--- config.mk ---
export PLATFORM = sky130hd
export DESIGN_NAME = lru_ctrl_flat
export DESIGN_NICKNAME = d
export VERILOG_FILES = /design/src/rtl/lru_ctrl_if.sv /design/src/rtl/lru_ctrl.sv /design/src/flat_wrapper.sv
export SDC_FILE = /design/constraint.sdc
export NUM_CORES = 1
export LEC_CHECK = 0
export CAP_MARGIN = 0
export CORE_MARGIN = 3
export CORE_UTILIZATION = 59
export CTS_BUF_LIST = sky130_fd_sc_hd__clkbuf_16
export DETAILED_ROUTE_END_ITERATION = 7
export HOLD_SLACK_MARGIN = 0.02
export PLACE_DENSITY = 0.8
export SETUP_SLACK_MARGIN = 0.5
export SYNTH_ARGS = -nofsm -noshare
export SYNTH_HDL_FRONTEND = slang
export SYNTH_SLANG_ARGS = --single-unit
export TNS_END_PERCENT = 1
--- constraint.sdc ---
create_clock -name clk -period 5.06 [get_ports clk]
set_clock_uncertainty 0.05 [all_clocks]
set_input_delay 1.265 -clock clk [delete_from_list [all_inputs] [get_ports clk]]
set_output_delay 1.265 -clock clk [all_outputs]
set_load 0.03 [all_outputs]
--- src/rtl/lru_ctrl_if.sv ---
// Lookup-request / way-response handshake between the cache control FSM (master)
// and the LRU replacement controller (slave).
interface lru_ctrl_if #(
    parameter int SET_BITS = 2
);
    logic                req_valid;
    logic                req_ready;
    logic [SET_BITS-1:0] req_set;
    logic                req_hit;
    logic [2:0]          req_way;
    logic                rsp_valid;
    logic                rsp_ready;
    logic [2:0]          rsp_way;
    logic                rsp_miss;

    modport master (
        output req_valid, req_set, req_hit, req_way, rsp_ready,
        input  req_ready, rsp_valid, rsp_way, rsp_miss
    );

    modport slave (
        input  req_valid, req_set, req_hit, req_way, rsp_ready,
        output req_ready, rsp_valid, rsp_way, rsp_miss
    );
endinterface

--- src/rtl/lru_ctrl.sv ---
// 8-way age-based LRU replacement controller: picks hit way or LRU victim, re-ages the set.
// Optional hit/miss statistics counters are built when LRU_STATS_EN is defined.
module lru_ctrl #(
    parameter int NUM_SETS = 4,
    parameter int SET_BITS = 2
) (
    input  logic        clk,
    input  logic        rst_n,
    lru_ctrl_if.slave   bus,
    output logic [15:0] hit_cnt,
    output logic [15:0] miss_cnt
);

    typedef enum logic [1:0] {
        IDLE,
        LOOKUP,
        UPDATE,
        RESP
    } state_t;

    state_t              state_q;
    logic [2:0]          age_q [NUM_SETS][8];
    logic [SET_BITS-1:0] set_q;
    logic                hit_q;
    logic [2:0]          way_q;
    logic [2:0]          tgt_q;
    logic [2:0]          tgt_age_q;
    logic [2:0]          rsp_way_q;
    logic                rsp_miss_q;
    logic                req_ready_q;
    logic                rsp_valid_q;

    logic [2:0]          victim_d;
    logic [2:0]          tgt_d;
    logic [2:0]          tgt_age_d;

    // Scanning downward lets the lowest-indexed age-7 way win.
    always_comb begin
        victim_d = 3'd0;
        for (int w = 7; w >= 0; w--) begin
            if (age_q[set_q][w] == 3'd7) victim_d = 3'(w);
        end
        tgt_d     = hit_q ? way_q : victim_d;
        tgt_age_d = age_q[set_q][tgt_d];
    end

    always_ff @(posedge clk or negedge rst_n) begin
        if (!rst_n) begin
            state_q     <= IDLE;
            set_q       <= '0;
            hit_q       <= 1'b0;
            way_q       <= 3'd0;
            tgt_q       <= 3'd0;
            tgt_age_q   <= 3'd0;
            rsp_way_q   <= 3'd0;
            rsp_miss_q  <= 1'b0;
            req_ready_q <= 1'b1;
            rsp_valid_q <= 1'b0;
            // NOTE: the age array is reset on purpose; every set must restart as a valid permutation.
            for (int s = 0; s < NUM_SETS; s++) begin
                for (int w = 0; w < 8; w++) age_q[s][w] <= 3'(w);
            end
        end else begin
            case (state_q)
                IDLE: begin
                    if (bus.req_valid && req_ready_q) begin
                        set_q       <= bus.req_set;
                        hit_q       <= bus.req_hit;
                        way_q       <= bus.req_hit ? bus.req_way : 3'd0;
                        req_ready_q <= 1'b0;
                        state_q     <= LOOKUP;
                    end
                end
                LOOKUP: begin
                    tgt_q     <= tgt_d;
                    tgt_age_q <= tgt_age_d;
                    state_q   <= UPDATE;
                end
                UPDATE: begin
                    for (int w = 0; w < 8; w++) begin
                        if (3'(w) == tgt_q) begin
                            age_q[set_q][w] <= 3'd0;
                        end else if (age_q[set_q][w] < tgt_age_q) begin
                            age_q[set_q][w] <= age_q[set_q][w] + 3'd1;
                        end
                    end
                    rsp_way_q   <= tgt_q;
                    rsp_miss_q  <= !hit_q;
                    rsp_valid_q <= 1'b1;
                    state_q     <= RESP;
                end
                RESP: begin
                    if (bus.rsp_ready) begin
                        rsp_valid_q <= 1'b0;
                        req_ready_q <= 1'b1;
                        state_q     <= IDLE;
                    end
                end
                default: state_q <= IDLE;
            endcase
        end
    end

    assign bus.req_ready = req_ready_q;
    assign bus.rsp_valid = rsp_valid_q;
    assign bus.rsp_way   = rsp_way_q;
    assign bus.rsp_miss  = rsp_miss_q;

`ifdef LRU_STATS_EN
    logic [15:0] hit_cnt_q;
    logic [15:0] miss_cnt_q;
    logic        rsp_fire;

    assign rsp_fire = rsp_valid_q && bus.rsp_ready;

    always_ff @(posedge clk or negedge rst_n) begin
        if (!rst_n) begin
            hit_cnt_q  <= 16'd0;
            miss_cnt_q <= 16'd0;
        end else if (rsp_fire) begin
            if (!rsp_miss_q && hit_cnt_q != 16'hFFFF) hit_cnt_q <= hit_cnt_q + 16'd1;
            if (rsp_miss_q && miss_cnt_q != 16'hFFFF) miss_cnt_q <= miss_cnt_q + 16'd1;
        end
    end

    assign hit_cnt  = hit_cnt_q;
    assign miss_cnt = miss_cnt_q;
`else
    assign hit_cnt  = 16'd0;
    assign miss_cnt = 16'd0;
`endif

endmodule

--- src/flat_wrapper.sv ---
// flat-port wrapper written by rule: the top's interface ports become plain ports
module lru_ctrl_flat 
#(
    parameter int NUM_SETS = 4,
    parameter int SET_BITS = 2
)
  (clk, rst_n, hit_cnt, miss_cnt, bus_req_valid, bus_req_set, bus_req_hit, bus_req_way, bus_rsp_ready, bus_req_ready, bus_rsp_valid, bus_rsp_way, bus_rsp_miss);
  lru_ctrl_if #(.SET_BITS(SET_BITS)) bus_i ();
  input  logic clk;
  input  logic rst_n;
  output logic [15:0] hit_cnt;
  output logic [15:0] miss_cnt;
  input wire logic [$bits(bus_i.req_valid)-1:0] bus_req_valid;
  input wire logic [$bits(bus_i.req_set)-1:0] bus_req_set;
  input wire logic [$bits(bus_i.req_hit)-1:0] bus_req_hit;
  input wire logic [$bits(bus_i.req_way)-1:0] bus_req_way;
  input wire logic [$bits(bus_i.rsp_ready)-1:0] bus_rsp_ready;
  output wire logic [$bits(bus_i.req_ready)-1:0] bus_req_ready;
  output wire logic [$bits(bus_i.rsp_valid)-1:0] bus_rsp_valid;
  output wire logic [$bits(bus_i.rsp_way)-1:0] bus_rsp_way;
  output wire logic [$bits(bus_i.rsp_miss)-1:0] bus_rsp_miss;
  assign bus_i.req_valid = bus_req_valid;
  assign bus_i.req_set = bus_req_set;
  assign bus_i.req_hit = bus_req_hit;
  assign bus_i.req_way = bus_req_way;
  assign bus_i.rsp_ready = bus_rsp_ready;
  assign bus_req_ready = bus_i.req_ready;
  assign bus_rsp_valid = bus_i.rsp_valid;
  assign bus_rsp_way = bus_i.rsp_way;
  assign bus_rsp_miss = bus_i.rsp_miss;
  lru_ctrl #(.NUM_SETS(NUM_SETS), .SET_BITS(SET_BITS)) u_core (.clk(clk), .rst_n(rst_n), .bus(bus_i), .hit_cnt(hit_cnt), .miss_cnt(miss_cnt));
endmodule
Yosys cells after proc, flatten, opt, wreduce, memory -nomap -nowiden
Cells that the tools add are included.
{"block": "op_classes", "muxes": 71, "n_eq_ne": 20, "n_addsub": 8, "n_bitwise": 18, "n_reduce_logical": 11, "order_cmp": 11}
{"op": "$mux 96", "n": 23}
{"op": "$and 96x96->96", "n": 8}
{"op": "$bwmux 96", "n": 8}
{"op": "$not 96->96", "n": 8}
{"op": "$demux 24 s2", "n": 8}
{"op": "$mux 24", "n": 3}
{"op": "$bmux 24 s2", "n": 1}
{"op": "$mux 3", "n": 13}
{"op": "$add 3x1->3 const B", "n": 8}
{"op": "$eq 3x3->1 const B", "n": 8}
{"op": "$lt 3x3->1", "n": 8}
{"op": "$mux 21", "n": 1}
{"op": "$mux 18", "n": 1}
{"op": "$mux 15", "n": 1}
{"op": "$eq 3x3->1 const A", "n": 4}
{"op": "$mux 12", "n": 1}
{"op": "$bmux 3 s3", "n": 1}
{"op": "$mux 9", "n": 1}
{"op": "$pmux 2 s4", "n": 1}
{"op": "$eq 2x3->1 const A", "n": 2}
{"op": "$mux 6", "n": 1}
{"op": "$reduce_and 2->1", "n": 3}
{"op": "$eq 2x2->1 const B", "n": 2}
{"op": "$ge 4x4->1 const B", "n": 1}
{"op": "17 further kinds", "n": 23}
{"block": "word_totals", "elab_cells": 181, "ff_bits": 116, "out_inout_bits": 38}

Depth between registers and ports, before layout
{"block": "logic_depth", "ltp_word": 36, "mapped_depth": 13, "ltp_nobuf": 9}

Worst setup path after synthesis
Ideal clock, no wire load.
{"block": "synth_timing", "path_type": "register to register", "startpoint": "register u_core.set_q[0]", "endpoint": "register u_core.tgt_age_q[0]", "arrival_time_ps": 3504, "setup_ps": 126, "slack_ps": 1380, "path_stages_with_launch": 12, "cell_sequence": "dfrtp_1 > buf_6 > buf_6 > buf_2 > mux4_2 > ha_1 > ha_1 > o31a_1 > o41ai_2 > mux2i_1 > mux2i_1 > a221o_1"}
{"block": "synth_via", "elab_chain_len": 18}
{"item": "start, declared", "line": "lru_ctrl.sv:23", "rtl": "logic [SET_BITS-1:0] set_q;"}
{"item": "start signal, assigned", "line": "lru_ctrl.sv:67", "rtl": "set_q <= bus.req_set;"}
{"item": "$not 2->3 (not written as such) *", "line": "lru_ctrl.sv:41, lru_ctrl.sv:44"}
{"item": "$bmux 24 s2 *", "line": "lru_ctrl.sv:41, lru_ctrl.sv:44"}
{"item": "$mux 24 (not written as such) * (2 in series)", "line": "lru_ctrl.sv:41", "rtl": "if (age_q[set_q][w] == 3'd7) victim_d = 3'(w);"}
{"item": "$eq 3x3->1", "line": "lru_ctrl.sv:41"}
{"item": "$mux 3 (8 in series)", "line": "lru_ctrl.sv:41"}
{"item": "$mux 3", "line": "lru_ctrl.sv:43", "rtl": "tgt_d = hit_q ? way_q : victim_d;"}
{"item": "$not 3->4 (not written as such)", "line": "lru_ctrl.sv:44", "rtl": "tgt_age_d = age_q[set_q][tgt_d];"}
{"item": "$bmux 3 s3 *", "line": "lru_ctrl.sv:44"}
{"item": "$mux 3 (not written as such) * (2 in series)", "line": "lru_ctrl.sv:44"}
{"item": "end signal, assigned", "line": "lru_ctrl.sv:76", "rtl": "tgt_age_q <= tgt_age_d;"}
{"item": "end, declared", "line": "lru_ctrl.sv:27", "rtl": "logic [2:0] tgt_age_q;"}
Every way passes the cells marked *; elsewhere a longest branch is shown, timed or not. The select of a mux whose other input is x is not followed.
A chain may end at the register's enable or synchronous reset.

Worst setup path in the final report
{"block": "layout_timing", "startpoint": "register u_core.set_q[1]", "endpoint": "register u_core.tgt_age_q[0]"}
The elaborated chain is that of the path after synthesis.

==> out/results.ini <==
[critical_path]
worstSetupStartpointType = flip-flop
crit_path_top_delay_cell = dfrtp_1
critPathMaxFanout = 18
path_buf_inv = 2
critPathMaxStageDelay_ns = 0.87
crit_chain = buf_4 > mux4_2 > ha_1 > ha_1 > o41ai_2 > buf_4 > mux2i_1 > mux2i_1 > a221o_1
end_kind = flip-flop
worstPathArrival_ns = 4.14
critPathRequiredTime_ns = 5.31
path_delay_family = compound AO/OA/AOI/OAI gates
critical_path_class = flip-flop to flip-flop

[floorplan]
io_pins = 48
start_util_pct = 61.5
fp.dieW_um = 110
core_mm2 = 0.0105
fp.dieH_um = 110
rows = 37
fp.dieArea_mm2 = 0.0122

[sta]
relSlewSlack_pct = 29.7
drv_slew = 0
setup_viol = 0
fin_crit_ns = 3.89
finalHoldWorstSlack_ns = 0.425
fmax_ghz = 0.257
worst_pin_slew_ns = 1.05
fin_ws_ns = 1.17
period_share_pct = 76.8
finalSetupTns_ns = 0
rsz0062_at_grt = no
hold_violations = 0

[clocking]
cts-root-buf = clkbuf_16
cts-resized-gates = 0
cts_buffers = 17
clk-insertion-delay-late_ns = 0.42
cts_hold_buf = 0
clkSinkCount = 116
cts.clk_slew.worst_paths_ns = 0.05
cts_tree = yes
clock_path_buffers = 2
htreeDepth = 4
postCtsSetupBuffers = 0

[power_and_ir_drop]
switchingPower_uw = 466
seqPwrFrac_pct = 42.5
intPower_mw = 1.73
pwr-share-comb_pct = 2.6
power_mw = 2.19
clkPwrFrac_pct = 54.9
cellLeakagePower_nw = 3.14
powerDensity_mw_per_mm2 = 305
switching_share_pct = 21.3
ir_worst_vdd_uv = 303

[synth]
ys.flop_type = dfrtp_1
synth_edf_count = 0
synth_area_mm2 = 0.00644
seq_area_frac_synth_pct = 46.0
synthArstFlopShare_pct = 100
ys_types = 53
yosysMostFrequentCell = nand2_1
syn_inst = 569
avgSynthCellArea_um2 = 11.3
netlist_top_cells_area = dfrtp_1, dfstp_2, mux4_2, ha_1, nand2_1
synthTopCellsByCount = nand2_1, dfrtp_1, o21ai_0
yosysTopAreaCell = dfrtp_1
synth-seq-cells = 116
synth.top_cell.area_share_pct = 26.0
synth_warnings = 0

[drt]
vias = 4624
wire_per_inst_um = 20.2
ant_nets = 0
vias_per_cell = 6.29
dr.pass1.iters = 5
drt_iter0_drc = 367
drt-total-wl_um = 14900
drcViolationCount = 0

[global_route]
first_global_vias = 4687
grt_overflow = 0
grtUsageTotal_pct = 25.3
antenna_found_initial = 0
grt_max_degree = 86
grt_first_pass_wirelength_um = 24500

[job]
max_cap_violations = 0

[run_status]
status = complete, no violations

[layout]
final_nets = 632
drive_gt1_share_pct = 22.7
final_util_pct = 68.7
syn_to_final_growth_pct = 11.6
diodes = 0

[min_path]
hp-class = flip-flop to flip-flop

[placed_design]
preCtsSetupSlack_ns = 1.23
place_hpwl_um = 9990
port_buffers = 15
place.gp.congestion = 0.885

==> worst reg2reg max path, cell delays in order, from the launching register on <==
cell	delay [ns]
dfrtp_1	0.87
buf_4	0.39
mux4_2	0.42
ha_1	0.22
ha_1	0.25
o41ai_2	0.71
buf_4	0.27
mux2i_1	0.20
mux2i_1	0.09
a221o_1	0.31
==> per-layer routing <==
metal	global-route usage (%)	wire, um
met1	34.3	6540
met2	39.3	7060
met3	7.07	967
met4	8.95	293
met5	0	0
==> logic make-up (layout without fill, tap and decap cells) <==
family                     Yosys count  in the layout  share of synthesized area (%)
muxes                               63             63                           15.1
and+or+nand+nor                    157            157                           11.7
DFF                                116            116                           46.0
other                                1             32                         0.0583
adders and majority gates           36             36                           7.00
AOI/OAI and AO/OA                  130            130                           14.1
buffers and inverters               66             65                           6.01
==> state kept, by name, indices dropped and copies added, names as in the netlist <==
signal,count
u_core.age_q,96
u_core.bus.req_ready,1
u_core.bus.rsp_miss,1
u_core.bus.rsp_valid,1
u_core.bus.rsp_way,3
u_core.hit_q,1
u_core.set_q,2
u_core.state_q,2
u_core.tgt_age_q,3
u_core.tgt_q,3
u_core.way_q,3
==> power by group through the flow <==
stage               Combinational, mW  Sequential [mW]  Clock, mW
finish                         0.0576            0.931       1.20
global route                   0.0633            0.930       1.27
CTS                            0.0583            0.931       1.21
detailed placement             0.0580            0.945          0
global placement               0.0573            0.945          0
floorplan                      0.0505            0.945          0
==> per-stage QoR <==
step / cell area [um2] / cells
3_5_place_dp: 6590 / 703
5_1_grt: 7180 / 735
6_report: 7180 / 735
3_3_place_gp: 6590 / 703
4_1_cts: 7180 / 735
2_1_floorplan: 6550 / 600
==> final timing paths <==
kind | startpoint | endpoint | cells past startpoint | slack, ns
setup / recovery | u_core.set_q[1] | u_core.tgt_age_q[0] | 9 | 1.17
hold / removal | u_core.age_q[86] | u_core.age_q[86] | 2 | 0.43
setup reg to reg | u_core.set_q[1] | u_core.tgt_age_q[0] | 9 | 1.17
hold reg to reg | u_core.age_q[86] | u_core.age_q[86] | 2 | 0.43
max in group asynchronous | rst_n | u_core.age_q[8] | 2 | 2.95
min in group asynchronous | rst_n | u_core.age_q[89] | 1 | 0.99
==> area by class of cell <==
type                            instances  area [um2]
Sequential cell                       116        2970
Tap cell                              136         170
Clock buffer                           18         450
Fill cell                             751        3280
Timing Repair Buffer                   22         200
Multi-Input combinational cell        418        3210
Clock inverter                         14         143
Inverter                               11        41.3
==> layout by cell type, fill, tap and decap left out, types with 13 or more instances in the layout <==
master           synthesis  final
conb_1                   1     32
nand2_1                 92     92
nor2_1                  16     16
a22o_1                  30     30
o21ai_0                 55     55
clkbuf_16                0     18
dfstp_2                 49     49
ha_1                    36     36
mux4_2                  21     21
mux2_2                  14     14
inv_1                   11     13
mux2i_1                 17     17
dfrtp_1                 67     66
clkdlybuf4s50_1          0     14
Note: power is estimated with default switching activity, not from simulation.
